[src/rtl/fetch_unit.sv]
// RV32 IF stage: PC, single-outstanding imem handshake, one-entry decode buffer, redirect kill.
// Optional FETCH_MISALIGN_CHK_EN: misaligned redirect raises a sticky flag and halts fetch.
module fetch_unit #(
    parameter logic [31:0] RESET_PC = 32'h0000_2000,
    parameter logic [31:0] NOP_INST = 32'h0000_0013
) (
    input  logic        clk,
    input  logic        reset,
    input  logic        stall_i,
    input  logic        redirect_valid_i,
    input  logic [31:0] redirect_pc_i,
    output logic        imem_req_valid_o,
    input  logic        imem_req_ready_i,
    output logic [31:0] imem_addr_o,
    input  logic        imem_resp_valid_i,
    input  logic [31:0] imem_resp_data_i,
    output logic        inst_valid_o,
    output logic [31:0] inst_o,
    output logic [31:0] inst_pc_o,
    output logic        fetch_misalign_o
);
    typedef enum logic [1:0] {REQ, WAIT, DROP, HALT} state_t;

    state_t      state;
    logic [31:0] pc_q;
    logic [31:0] req_pc_q;
    logic [31:0] redir_pc;
    logic        consume;
    logic        fire;
    logic        redir_take;
    logic        misalign_hit;

    assign consume          = inst_valid_o & ~stall_i;
    // Only request when the buffer will be free by the time the response lands.
    assign imem_req_valid_o = ~reset & (state == REQ) & (~inst_valid_o | consume);
    assign imem_addr_o      = pc_q;
    assign fire             = imem_req_valid_o & imem_req_ready_i;
    assign redir_take       = redirect_valid_i & (state != HALT);

`ifdef FETCH_MISALIGN_CHK_EN
    assign redir_pc     = redirect_pc_i;
    assign misalign_hit = redir_take & (redirect_pc_i[1:0] != 2'b00);
`else
    assign redir_pc     = {redirect_pc_i[31:2], 2'b00};
    assign misalign_hit = 1'b0;
`endif

    always_ff @(posedge clk or posedge reset) begin
        if (reset) begin
            state            <= REQ;
            pc_q             <= RESET_PC;
            req_pc_q         <= RESET_PC;
            inst_valid_o     <= 1'b0;
            inst_o           <= NOP_INST;
            inst_pc_o        <= RESET_PC;
            fetch_misalign_o <= 1'b0;
        end else begin
            if (consume) begin
                inst_valid_o <= 1'b0;
                inst_o       <= NOP_INST;
            end

            case (state)
                REQ: if (fire) begin
                    state    <= WAIT;
                    req_pc_q <= pc_q;
                    pc_q     <= pc_q + 32'd4;
                end
                WAIT: if (imem_resp_valid_i) begin
                    state        <= REQ;
                    inst_valid_o <= 1'b1;
                    inst_o       <= imem_resp_data_i;
                    inst_pc_o    <= req_pc_q;
                end
                DROP: if (imem_resp_valid_i) state <= REQ;
                HALT: ;
                default: state <= REQ;
            endcase

            // Redirect overrides everything above; an in-flight request becomes a DROP.
            if (misalign_hit) begin
                state            <= HALT;
                fetch_misalign_o <= 1'b1;
                inst_valid_o     <= 1'b0;
                inst_o           <= NOP_INST;
                inst_pc_o        <= redirect_pc_i;
            end else if (redir_take) begin
                pc_q         <= redir_pc;
                inst_valid_o <= 1'b0;
                inst_o       <= NOP_INST;
                case (state)
                    REQ:        state <= fire ? DROP : REQ;
                    WAIT, DROP: state <= imem_resp_valid_i ? REQ : DROP;
                    default:    ;
                endcase
            end
        end
    end
endmodule

[config.mk]
export PLATFORM = sky130hd
export DESIGN_NAME = fetch_unit
export DESIGN_NICKNAME = d
export VERILOG_FILES = /design/src/rtl/fetch_unit.sv
export SDC_FILE = /design/constraint.sdc
export NUM_CORES = 1
export LEC_CHECK = 0
export BUFFER_PORTS_ARGS = -buffer_cell sky130_fd_sc_hd__buf_2
export CAP_MARGIN = 20
export CORE_ASPECT_RATIO = 0.75
export CORE_MARGIN = 5
export CORE_UTILIZATION = 40
export DETAILED_ROUTE_END_ITERATION = 6
export PLACE_DENSITY = 0.71
export SYNTH_ARGS = -nofsm -noshare
export SYNTH_HDL_FRONTEND = slang
export SYNTH_SLANG_ARGS = --single-unit
[constraint.sdc]
create_clock -name clk -period 9.5 [get_ports clk]
set_input_delay 0.95 -clock clk [delete_from_list [all_inputs] [get_ports clk]]
set_output_delay 0.95 -clock clk [all_outputs]
set_load 0.01 [all_outputs]
-- After elaboration in Yosys (flattened, before gate mapping)
Cells that the tools add are included.
- bits in registers: 131
- input bits: 70
- add/sub/neg operators: 1
- eq/ne operators: 3
- multiplexer cells: 18
- bitwise operators: 9
- reductions and logical operators: 7
- operators by type and width (cell ; number):
    two-way mux 32 bit ; 7
    adder 32 x 3 -> 32 bit, second input constant ; 1
    two-way mux 2 bit ; 5
    one-hot mux 2 bit (2 select lines) ; 2
    AND reduction 2 bit ; 3
    AND 1 bit ; 5
    two-way mux 1 bit ; 4
    nonzero test 2 bit ; 2
    inverter 1 bit ; 3
    equality test 2 x 1 -> 1 bit, second input constant ; 1
    equality test 2 bit, second input constant ; 1
    zero test 2 bit ; 1
    inequality test 2 bit, second input constant ; 1
    OR reduction 2 bit ; 1
    bitwise OR 1 bit ; 1

-- Longest topological paths before layout
Gate-level depths: netlist (run 1).
- depth in word-level cells: 9
- gate-level depth with buffers: 8
- depth with buffers taken out: 7

-- Least setup slack after synthesis (run 1)
No wires, ideal clock.
- kind: input to register
- from: in reset
- to: reg pc_q[27] (netlist: imem_addr_o[27])
- arrival time: 2.290 ns
- data required time: 9.375 ns
- path slack: 7.085 ns
- stages on the path: 5
- buffers on the path: 0
- cells stage by stage: and2b_1 nand3_2 or4_4 xnor2_1 mux2_2
- cells in the longest elaborated chain, start to end: 6
- ends and longest elaborated chain (what ; line ; text):
    from (decl) ; 8 ; input logic reset,
    inverter 1 bit ; 35 ; assign imem_req_valid_o = ~reset & (state == REQ) & (~inst_valid_o | consume);
    AND 1 bit (2 in series) ; 35 ;
    AND 1 bit ; 37 ; assign fire = imem_req_valid_o & imem_req_ready_i;
    nonzero test 2 bit (no source line) ; - ;
    AND reduction 2 bit (no source line) ; - ;
    to (signal assigned) ; 67 ; pc_q <= pc_q + 32'd4;
    to (signal assigned) ; 88 ; pc_q <= redir_pc;
    to (decl) ; 25 ; logic [31:0] pc_q;
Every way passes these cells.
A chain may end at the register's enable or synchronous reset.

-- Worst setup path in the final report (run 1)
- from: in stall_i
- to: reg pc_q[24] (netlist: imem_addr_o[24])
- cells in the longest elaborated chain, start to end: 7
- ends and longest elaborated chain (what ; line ; text):
    from (decl) ; 9 ; input logic stall_i,
    inverter 1 bit ; 33 ; assign consume = inst_valid_o & ~stall_i;
    AND 1 bit ; 33 ;
    bitwise OR 1 bit ; 35 ;
    AND 1 bit ; 35 ;
    AND 1 bit ; 37 ;
    nonzero test 2 bit (no source line) ; - ;
    AND reduction 2 bit (no source line) ; - ;
Every way passes these cells.

==> impl_metrics.json, run 1 <==
{
  "ir_worst_vdd_mv": 0.1581,
  "die_height_microns": 111.0,
  "rsz0062_at_grt": "no",
  "gp_congestion": 0.7864,
  "clockRootBuffer": "clkbuf_16",
  "wl_per_cell_microns": 15.77,
  "worst-path-buf-inv": 1,
  "fillers": 1271,
  "synth_cell_types": 46,
  "antenna_found_initial": 0,
  "powerDensity_mw_per_mm2": 271.1,
  "ys_ff_latch": 125,
  "drv_cap": 0,
  "drc": 0,
  "clkTransAtPathRegs_ns": 0.06,
  "finalMaxSlewViolations": 0,
  "startpoint": "stall_i",
  "synth_top_cell_area_share_pct": 54.70,
  "p_int_mw": 1.311,
  "p_sw_mw": 0.5972,
  "rows": 36,
  "htree_num_levels": 4,
  "synth_edf_count": 0,
  "synth_top_area_cell": "dfrtp_1",
  "final_net_count": 816,
  "crit_fanout": 41,
  "yosysSeqAreaShare_pct": 57.60,
  "dp_cells": 893,
  "maxClockFrequency_mhz": 348.4,
  "power_frac_comb_pct": 22.2,
  "cts_setup_buffers": 0,
  "worst_setup_path_end_kind": "flip-flop",
  "grt_pass1_vias": 4424,
  "drtAntennaViolNets": 0,
  "path_class": "input pin to flip-flop",
  "synth_warnings": 0,
  "cts_buffers": 17,
  "worst_pin_slew_ns": 0.9789,
  "post-route-util_pct": 53.50,
  "area_delta_synth_final_pct": 29.26,
  "critPathMaxStageDelay_ns": 0.79,
  "status": "finished clean",
  "async_reset_ff_share_pct": 100.0,
  "grt_pass1_wl_microns": 23290,
  "worstHoldStart": "req_pc_q[13]",
  "max-slew-margin-rel_pct": 34.74,
  "cts_hold_buf": 0,
  "syn_inst": 589,
  "min_period_ns": 2.870,
  "tns_ns": 0,
  "drt_pre_antenna_iters": 4,
  "fin_crit_sh_pct": 30.21,
  "start_util_pct": 41.39,
  "synth_area_leaders": "dfrtp_1 (55%), nand2_1 (15%), a22oi_1 (4.0%)",
  "clkSinkCount": 125,
  "die_w_microns": 144.7,
  "numPortBuffers": 161,
  "synth-main-ff-cell": "dfrtp_1",
  "setup_viol": 0,
  "critPathTopFamily": "simple AND/OR/NAND/NOR gates",
  "antenna_cells": 0,
  "ctsResizeCount": 0,
  "max-clock-path-buffers": 2,
  "fin_skew_ns": 0.007939,
  "place_hpwl_microns": 10110,
  "hold_path_class": "flip-flop to flip-flop",
  "vias": 4545,
  "syn_area_sq_mm": 0.005444,
  "switching_share_pct": 31.30,
  "cpMaxStageDelayCell": "nand3_2",
  "grt_start_max_net_pins": 84,
  "crit_required_ns": 9.79,
  "cp.arrival_ns": 3.16,
  "cts_tree": "built",
  "clkPwrFrac_pct": 36.1,
  "p_leak_nw": 3.640,
  "syn_avg_cell_area_sq_um": 9.243,
  "first_iter_violations": 194,
  "grt_overflow_total": 0,
  "final_layout_size_suffix_gt1_share_pct": 29.01,
  "path_cells": "buf_2, nand2_1, nand3_2, nor4_2, a31oi_1, a221o_1",
  "core_area_sq_mm": 0.01315,
  "seqPwrFrac_pct": 41.7,
  "io_pins": 169,
  "insertion_delay_ns": 0.41,
  "routed_wl_microns": 14600,
  "instances_no_fill": 926,
  "critical_path.reg2reg.startpoint": "state[0]",
  "hold_viol": 0,
  "dieArea_sq_mm": 0.01607,
  "cp-start-kind": "input pin",
  "via_per_inst": 4.908,
  "track_usage_pct": 18.50
}
[cells in the mapped netlist, types with 2 or more instances]
cell,n
nand2_1,222
dfstp_2,6
dfrtp_1,119
nor3_1,9
nand3_1,6
a31oi_1,3
ha_1,4
buf_1,3
xnor2_1,23
clkbuf_1,27
and4_1,2
buf_4,5
inv_1,8
nor2_1,40
a22oi_1,29
o21ai_0,31
nor4_1,6
and3_1,7
xor2_1,3
o22ai_1,3
nand4_1,4
and2_1,2
a21oi_1,3
buf_2,2
[registers in the layout (all words and copies together) (netlist names)]
signal and count:
inst_pc_o 30, imem_addr_o 30, inst_valid_o 1, req_pc_q 30, inst_o 32, state 2
[tightest hold or removal path, cell delays in order (launching register included)]
cell and delay (ns):
dfstp_2 0.37, nand2_1 0.05, nand2_1 0.04
[power groups by stage]
stage | Clock (mW) | Combinational [mW] | Sequential (mW)
floorplan | 0 | 0.220 | 0.828
global placement | 0 | 0.418 | 0.800
detailed placement | 0 | 0.430 | 0.803
CTS | 0.703 | 0.432 | 0.797
global route | 0.727 | 0.483 | 0.819
finish | 0.689 | 0.423 | 0.796
[path summary, 6_finish.rpt]
path	endpoint	slack, ns	depth (start not counted)
setup / recovery	imem_addr_o[24]	6.63	6
hold / removal	inst_pc_o[13]	0.46	2
setup reg to reg	imem_addr_o[24]	6.67	7
hold reg to reg	inst_pc_o[13]	0.46	2
max in group asynchronous	inst_o[0]	7.69	4
min in group asynchronous	req_pc_q[2]	0.60	2
[cell families after synthesis]
group / after synthesis / share of synthesized area [%]
adders and majority gates: 4 / 0.9194
other: 1 / 0.06888
and+or+nand+nor: 312 / 24.75
muxes: 1 / 0.2068
DFF: 125 / 57.60
xor gates and xnor gates: 26 / 4.183
AOI/OAI and AO/OA: 75 / 8.780
buffers and inverters: 45 / 3.494
[layout make-up]
class                           instances  area, sq um  area share (%)
Sequential cell                       125         3136           44.56
Multi-Input combinational cell        423         2147           30.51
Timing Repair Buffer                  167        875.8           12.45
Clock buffer                           19        442.9           6.294
Tap cell                              171        214.0           3.041
Clock inverter                         13        188.9           2.685
Inverter                                8        32.53          0.4623
[layer usage]
| layer | vias to the layer above | part of all wire, % | track usage, % |
|---|---|---|---|
| met3 | 10 | 7.5 | 5.045 |
| met2 | 137 | 45 | 27.61 |
| li1 | 2241 | - | - |
| met1 | 2157 | 47 | 26.59 |
| met4 | 0 | 0.80 | 4.910 |
| met5 | - | 0 | 0 |
[through the flow]
step	total power [mW]	setup WS [ns]	hold slack, ns	cell area (sq um)
floorplan	1.048	5.232	0.4346	5459
global placement	1.218	6.236	0.4485	6365
detailed placement	1.234	6.194	0.4538	6385
CTS	1.932	6.628	0.4644	7017
global route	2.029	6.430	0.4812	7037
finish	1.908	6.630	0.4574	7037
[placed cells by master (no fill, tap or decap), types with 6 or more instances in the layout]
master,n
dfrtp_1,119
xnor2_1,23
inv_1,7
a22oi_1,29
nor3_1,9
buf_2,161
clkbuf_16,17
dfstp_2,6
and3_1,7
nor4_1,6
nand2_1,222
o21ai_0,31
nor2_1,39
(Power assumes the default switching activity.)
==> inputs of run 2 (changes only) <==
--- a/config.mk
+++ b/config.mk
@@ -11,7 +11,7 @@
 export CORE_MARGIN = 5
 export CORE_UTILIZATION = 40
 export DETAILED_ROUTE_END_ITERATION = 6
-export PLACE_DENSITY = 0.71
+export PLACE_DENSITY = 0.73
 export SYNTH_ARGS = -nofsm -noshare
 export SYNTH_HDL_FRONTEND = slang
 export SYNTH_SLANG_ARGS = --single-unit
==> constraint.sdc (replaced) <==
create_clock -name clk -period 2.4 [get_ports clk]
set_input_delay 0.24 -clock clk [delete_from_list [all_inputs] [get_ports clk]]
set_output_delay 0.24 -clock clk [all_outputs]
set_load 0.01 [all_outputs]
==> run 2 against run 1 <==
  * Hold slack lost 0.43 ns
  * Register-to-register slack got worse by 6.3 ns
  * Cell area increased by 0.32%
  * Combinational power grew to 4.1 times the previous value
  * Wire length hardly changed
  * First-iteration DRC count is 52% higher
  * Sequential power rose to 3.9 times the previous value
  * Highest routed layer unchanged
==> impl_metrics.json, run 2 (synthesis results as in run 1) <==
{
  "status": "finished clean",
  "htree_num_levels": 4,
  "clkTransAtPathRegs_ns": 0.06,
  "cts_tree": "built",
  "dp_cells": 901,
  "worst_setup_path_end_kind": "flip-flop",
  "instances_no_fill": 934,
  "antenna_found_initial": 0,
  "final_net_count": 824,
  "dieArea_sq_mm": 0.01607,
  "clkSinkCount": 125,
  "cp-start-kind": "flip-flop",
  "insertion_delay_ns": 0.41,
  "drv_cap": 0,
  "setup_viol": 0,
  "start_util_pct": 41.39,
  "max-slew-margin-rel_pct": 32.56,
  "die_height_microns": 111.0,
  "first_iter_violations": 295,
  "drc": 0,
  "post-route-util_pct": 53.67,
  "hold_viol": 0,
  "drtAntennaViolNets": 0,
  "hold_path_class": "input pin to flip-flop",
  "fin_crit_sh_pct": 86.46,
  "rows": 36,
  "tns_ns": 0,
  "antenna_cells": 0,
  "die_w_microns": 144.7,
  "powerDensity_mw_per_mm2": 1032,
  "gp_congestion": 0.8030,
  "crit_fanout": 5,
  "power.total_mw": 7.288,
  "cts_setup_buffers": 0,
  "rsz0062_at_grt": "no",
  "area_delta_synth_final_pct": 29.67,
  "track_usage_pct": 18.48,
  "io_pins": 169,
  "clockRootBuffer": "clkbuf_16",
  "mostFrequentLayoutCells": "nand2_1 (222), buf_2 (161), dfrtp_1 (119)",
  "finalMaxSlewViolations": 0,
  "wl_per_cell_microns": 15.64,
  "worst_pin_slew_ns": 1.012,
  "fin_skew_ns": 0.007874,
  "cp.arrival_ns": 2.38,
  "routed_wl_microns": 14610,
  "vias": 4610,
  "final_layout_size_suffix_gt1_share_pct": 29.75,
  "startpoint": "state[0]",
  "min_period_ns": 2.075,
  "grt_start_max_net_pins": 51,
  "place_hpwl_microns": 10530,
  "critical_path.reg2reg.startpoint": "state[0]",
  "regMostFlops": "inst_o",
  "final_common_cell": "nand2_1",
  "grt_pass1_wl_microns": 23640,
  "max-clock-path-buffers": 2,
  "path_class": "flip-flop to flip-flop",
  "grt_pass1_vias": 4715,
  "numPortBuffers": 161,
  "p_leak_nw": 3.644,
  "ir_worst_vdd_mv": 0.5248,
  "largest_reg_flops": 32,
  "drt_pre_antenna_iters": 4,
  "crit_required_ns": 2.70,
  "cts_buffers": 17,
  "maxClockFrequency_mhz": 481.9,
  "grt_overflow_total": 0,
  "worstHoldStart": "redirect_pc_i[28]",
  "core_area_sq_mm": 0.01315,
  "via_per_inst": 4.936
}
[run 2: cell count changes in the layout (fill, tap and decap cells not counted), sizes merged]
cell and change:
clkinvlp +3, dlygate4sd3 +1, bufinv -3, buf +7
clkinv +1, inv +1, clkbuf -2
[run 2: layer usage]
metal | vias up | wire length [microns] | track usage, % | part of all wire, %
met1 | 2203 | 6719 | 25.71 | 46
met3 | 10 | 1110 | 5.261 | 7.6
li1 | 2257 | - | - | -
met4 | 0 | 146 | 4.786 | 1.0
met2 | 140 | 6635 | 28.42 | 45
met5 | - | 0 | 0 | 0
[run 2: final timing paths]
| path | to | slack (ns) | cells past startpoint |
|---|---|---|---|
| setup / recovery | imem_addr_o[27] | 0.32 | 7 |
| hold / removal | imem_addr_o[28] | 0.02 | 3 |
| setup reg to reg | imem_addr_o[27] | 0.32 | 7 |
| hold reg to reg | inst_pc_o[19] | 0.46 | 2 |
| max in group asynchronous | inst_o[1] | 1.18 | 4 |
| min in group asynchronous | imem_addr_o[22] | 0.50 | 3 |
[run 2: area by class of cell]
| type | instances | area [sq um] |
|---|---|---|
| fill | 1245 | 6093 |
| tap | 171 | 214.0 |
| clock buffer | 17 | 425.4 |
| sequential | 125 | 3136 |
| inverter | 8 | 33.78 |
| clock inverter | 15 | 140.1 |
| multi-input combinational | 423 | 2147 |
| timing repair buffer | 175 | 963.4 |
[run 2: what timing repair did]
item                       4_1_cts  5_1_grt
hold buffers                     1        0
hold endpoints to repair        27        0
setup endpoints to repair        0        0
resized for setup                0        0
[run 2: critical path, stage by stage (launching register included)]
cell,delay (ns)
dfrtp_1,0.41
inv_1,0.07
ha_1,0.19
and2b_1,0.25
nand3_2,0.12
or4_4,0.54
xnor2_1,0.13
mux2_2,0.26
[run 2: power breakdown]
part,internal [mW],total [mW],switching (mW)
sequential,2.74,3.14,0.401
combinational,0.707,1.73,1.02
clock,1.44,2.42,0.981
[run 2: per-stage QoR]
stage | instance area, sq um | worst slack (ns) | hold slack, ns
6_report | 7059 | 0.3249 | 0.02477
5_1_grt | 7059 | 0.1593 | 0.03878
4_1_cts | 7059 | 0.3202 | 0.01894
3_5_place_dp | 6484 | 0.3201 | 0.3993
3_3_place_gp | 6484 | 0.3734 | 0.4016
2_1_floorplan | 5463 | 0.3770 | 0.3456
==> inputs of run 3 (changes only) <==
--- a/config.mk
+++ b/config.mk
@@ -11,7 +11,7 @@
 export CORE_MARGIN = 5
 export CORE_UTILIZATION = 40
 export DETAILED_ROUTE_END_ITERATION = 6
-export PLACE_DENSITY = 0.73
+export PLACE_DENSITY = 0.71
 export SYNTH_ARGS = -nofsm -noshare
 export SYNTH_HDL_FRONTEND = slang
 export SYNTH_SLANG_ARGS = --single-unit
==> constraint.sdc (replaced) <==
create_clock -name clk -period 2.7 [get_ports clk]
set_input_delay 0.27 -clock clk [delete_from_list [all_inputs] [get_ports clk]]
set_output_delay 0.27 -clock clk [all_outputs]
set_load 0.01 [all_outputs]
==> run 3 against run 2 <==
  * Flip-flop and latch count unchanged
  * Clock power shrank 8.7%
  * Sequential share of layout area grew 0.21 points
  * Non-clock buffer count is the same
  * Global-route usage about the same
  * Critical path depth stayed put
  * Total power is 11% lower
  * Clock skew increased by 0.0028 ns
  * Worst setup slack gained 0.21 ns
  * Via count up 0.82%
  * Die area is the same
  * Maximum frequency decreased by 4.0%
==> impl_metrics.json, run 3 (synthesis results as in run 1) <==
{
  "via_per_inst": 4.976,
  "antenna_found_initial": 1,
  "critPathTopFamily": "simple AND/OR/NAND/NOR gates",
  "final_area_sq_mm": 0.007025,
  "cts_buffers": 17,
  "numPortBuffers": 161,
  "final_layout_size_suffix_gt1_share_pct": 29.36,
  "htree_num_levels": 4,
  "die_w_microns": 144.7,
  "min_period_ns": 2.161,
  "ir_worst_vdd_mv": 0.5792,
  "grt_pass1_vias": 4539,
  "io_pins": 169,
  "cts_tree": "built",
  "clkTransAtPathRegs_ns": 0.05,
  "cts_setup_buffers": 0,
  "fin_crit_sh_pct": 80.02,
  "whs_ns": 0.02056,
  "grt_start_max_net_pins": 89,
  "largest_reg_flops": 32,
  "dp_cells": 902,
  "cts_hold_buf": 0,
  "path_class": "flip-flop to flip-flop",
  "status": "finished clean",
  "clkSinkCount": 125,
  "grt_overflow_total": 0,
  "regMostFlops": "inst_o",
  "ctsResizeCount": 0,
  "maxClockFrequency_mhz": 462.8,
  "setup_viol": 0,
  "tns_ns": 0,
  "power.total_mw": 6.518,
  "worst_setup_path_end_kind": "flip-flop",
  "hold_path_class": "input pin to async pin",
  "critPathMaxStageDelay_ns": 0.48,
  "cpMaxStageDelayCell": "nor4_2",
  "drtAntennaViolNets": 0,
  "cp.arrival_ns": 2.45,
  "worst_pin_slew_ns": 1.007,
  "hold_viol": 0,
  "insertion_delay_ns": 0.41,
  "instances_no_fill": 934,
  "final_common_cell": "nand2_1",
  "drc": 0,
  "start_util_pct": 41.39,
  "crit_required_ns": 2.99,
  "dieArea_sq_mm": 0.01607,
  "fin_skew_ns": 0.01067,
  "final_net_count": 824,
  "rows": 36,
  "track_usage_pct": 18.52,
  "clockRootBuffer": "clkbuf_16",
  "core_area_sq_mm": 0.01315,
  "place_hpwl_microns": 10530,
  "rsz0062_at_grt": "no",
  "max-clock-path-buffers": 2,
  "cp-start-kind": "flip-flop",
  "vias": 4648,
  "gp_congestion": 0.7824,
  "first_iter_violations": 309,
  "drv_cap": 0,
  "max-slew-margin-rel_pct": 32.85,
  "crit_fanout": 8,
  "grt_pass1_wl_microns": 23470,
  "area_delta_synth_final_pct": 29.05,
  "wl_per_cell_microns": 15.77,
  "powerDensity_mw_per_mm2": 927.8,
  "p_leak_nw": 3.634,
  "antenna_cells": 0,
  "die_height_microns": 111.0,
  "mostFrequentLayoutCells": "nand2_1 (222), buf_2 (161), dfrtp_1 (119)",
  "dpl_cell_area_sq_mm": 0.006454,
  "routed_wl_microns": 14730,
  "finalMaxSlewViolations": 0,
  "drt_pre_antenna_iters": 5,
  "path_cells": "inv_1, ha_1, and2b_1, nand3_2, nor4_2, a31oi_1, a221o_1",
  "worst-path-buf-inv": 1
}
==> run 3: changes by cell type in the layout (fill, tap and decap cells not counted), sizes merged <==
cell | previous run | this run
buf | 174 | 175
bufinv | 1 | 2
clkbuf | 17 | 22
clkinv | 6 | 3
dlygate4sd3 | 1 | 0
inv | 11 | 8
==> run 3: final timing paths <==
path / from / endpoint / slack [ns] / cells after the start
worst max-delay path: state[1] / imem_addr_o[24] / 0.54 / 7
worst min-delay path: reset / imem_addr_o[10] / 0.02 / 3
worst max register to register: state[1] / imem_addr_o[24] / 0.54 / 7
worst min register to register: req_pc_q[13] / inst_pc_o[13] / 0.45 / 2
max in group asynchronous: reset / inst_o[0] / 2.29 / 3
min in group clk: redirect_pc_i[6] / imem_addr_o[6] / 0.06 / 3
==> run 3: metrics by stage <==
step | util (%) | setup WS, ns
after floorplan | - | 0.6770
after global placement | 49.07 | 0.6352
after detailed placement | 49.07 | 0.5589
after CTS | 53.42 | 0.5648
after global routing | 53.42 | 0.4153
final | 53.42 | 0.5394
==> run 3: cell type report <==
type | count | area, sq um
clock inverter | 10 | 117.6
tap | 171 | 214.0
multi-input combinational | 423 | 2147
clock buffer | 22 | 454.2
fill | 1238 | 6127
sequential | 125 | 3136
inverter | 8 | 33.78
timing repair buffer | 175 | 923.4
==> run 3: worst register-to-register path, stage by stage, from the launching register on <==
cell and delay [ns]:
dfrtp_1 0.38, inv_1 0.09, ha_1 0.20, and2b_1 0.26
nand3_2 0.22, nor4_2 0.48, a31oi_1 0.14, a221o_1 0.27
==> run 3: metal layers <==
| metal | wire length (microns) | GRT usage, % | vias to the layer above |
|---|---|---|---|
| met5 | 13 | 0 | - |
| met4 | 87 | 4.413 | 2 |
| met3 | 1380 | 5.735 | 11 |
| met2 | 6407 | 27.37 | 171 |
| met1 | 6835 | 26.63 | 2203 |
| li1 | - | - | 2261 |
==> run 3: power breakdown <==
part	total, mW	internal [mW]	leakage [nW]	switching, mW
Combinational	1.52	0.617	1.77	0.899
Sequential	2.80	2.43	1.60	0.362
Clock	2.21	1.38	0.267	0.823
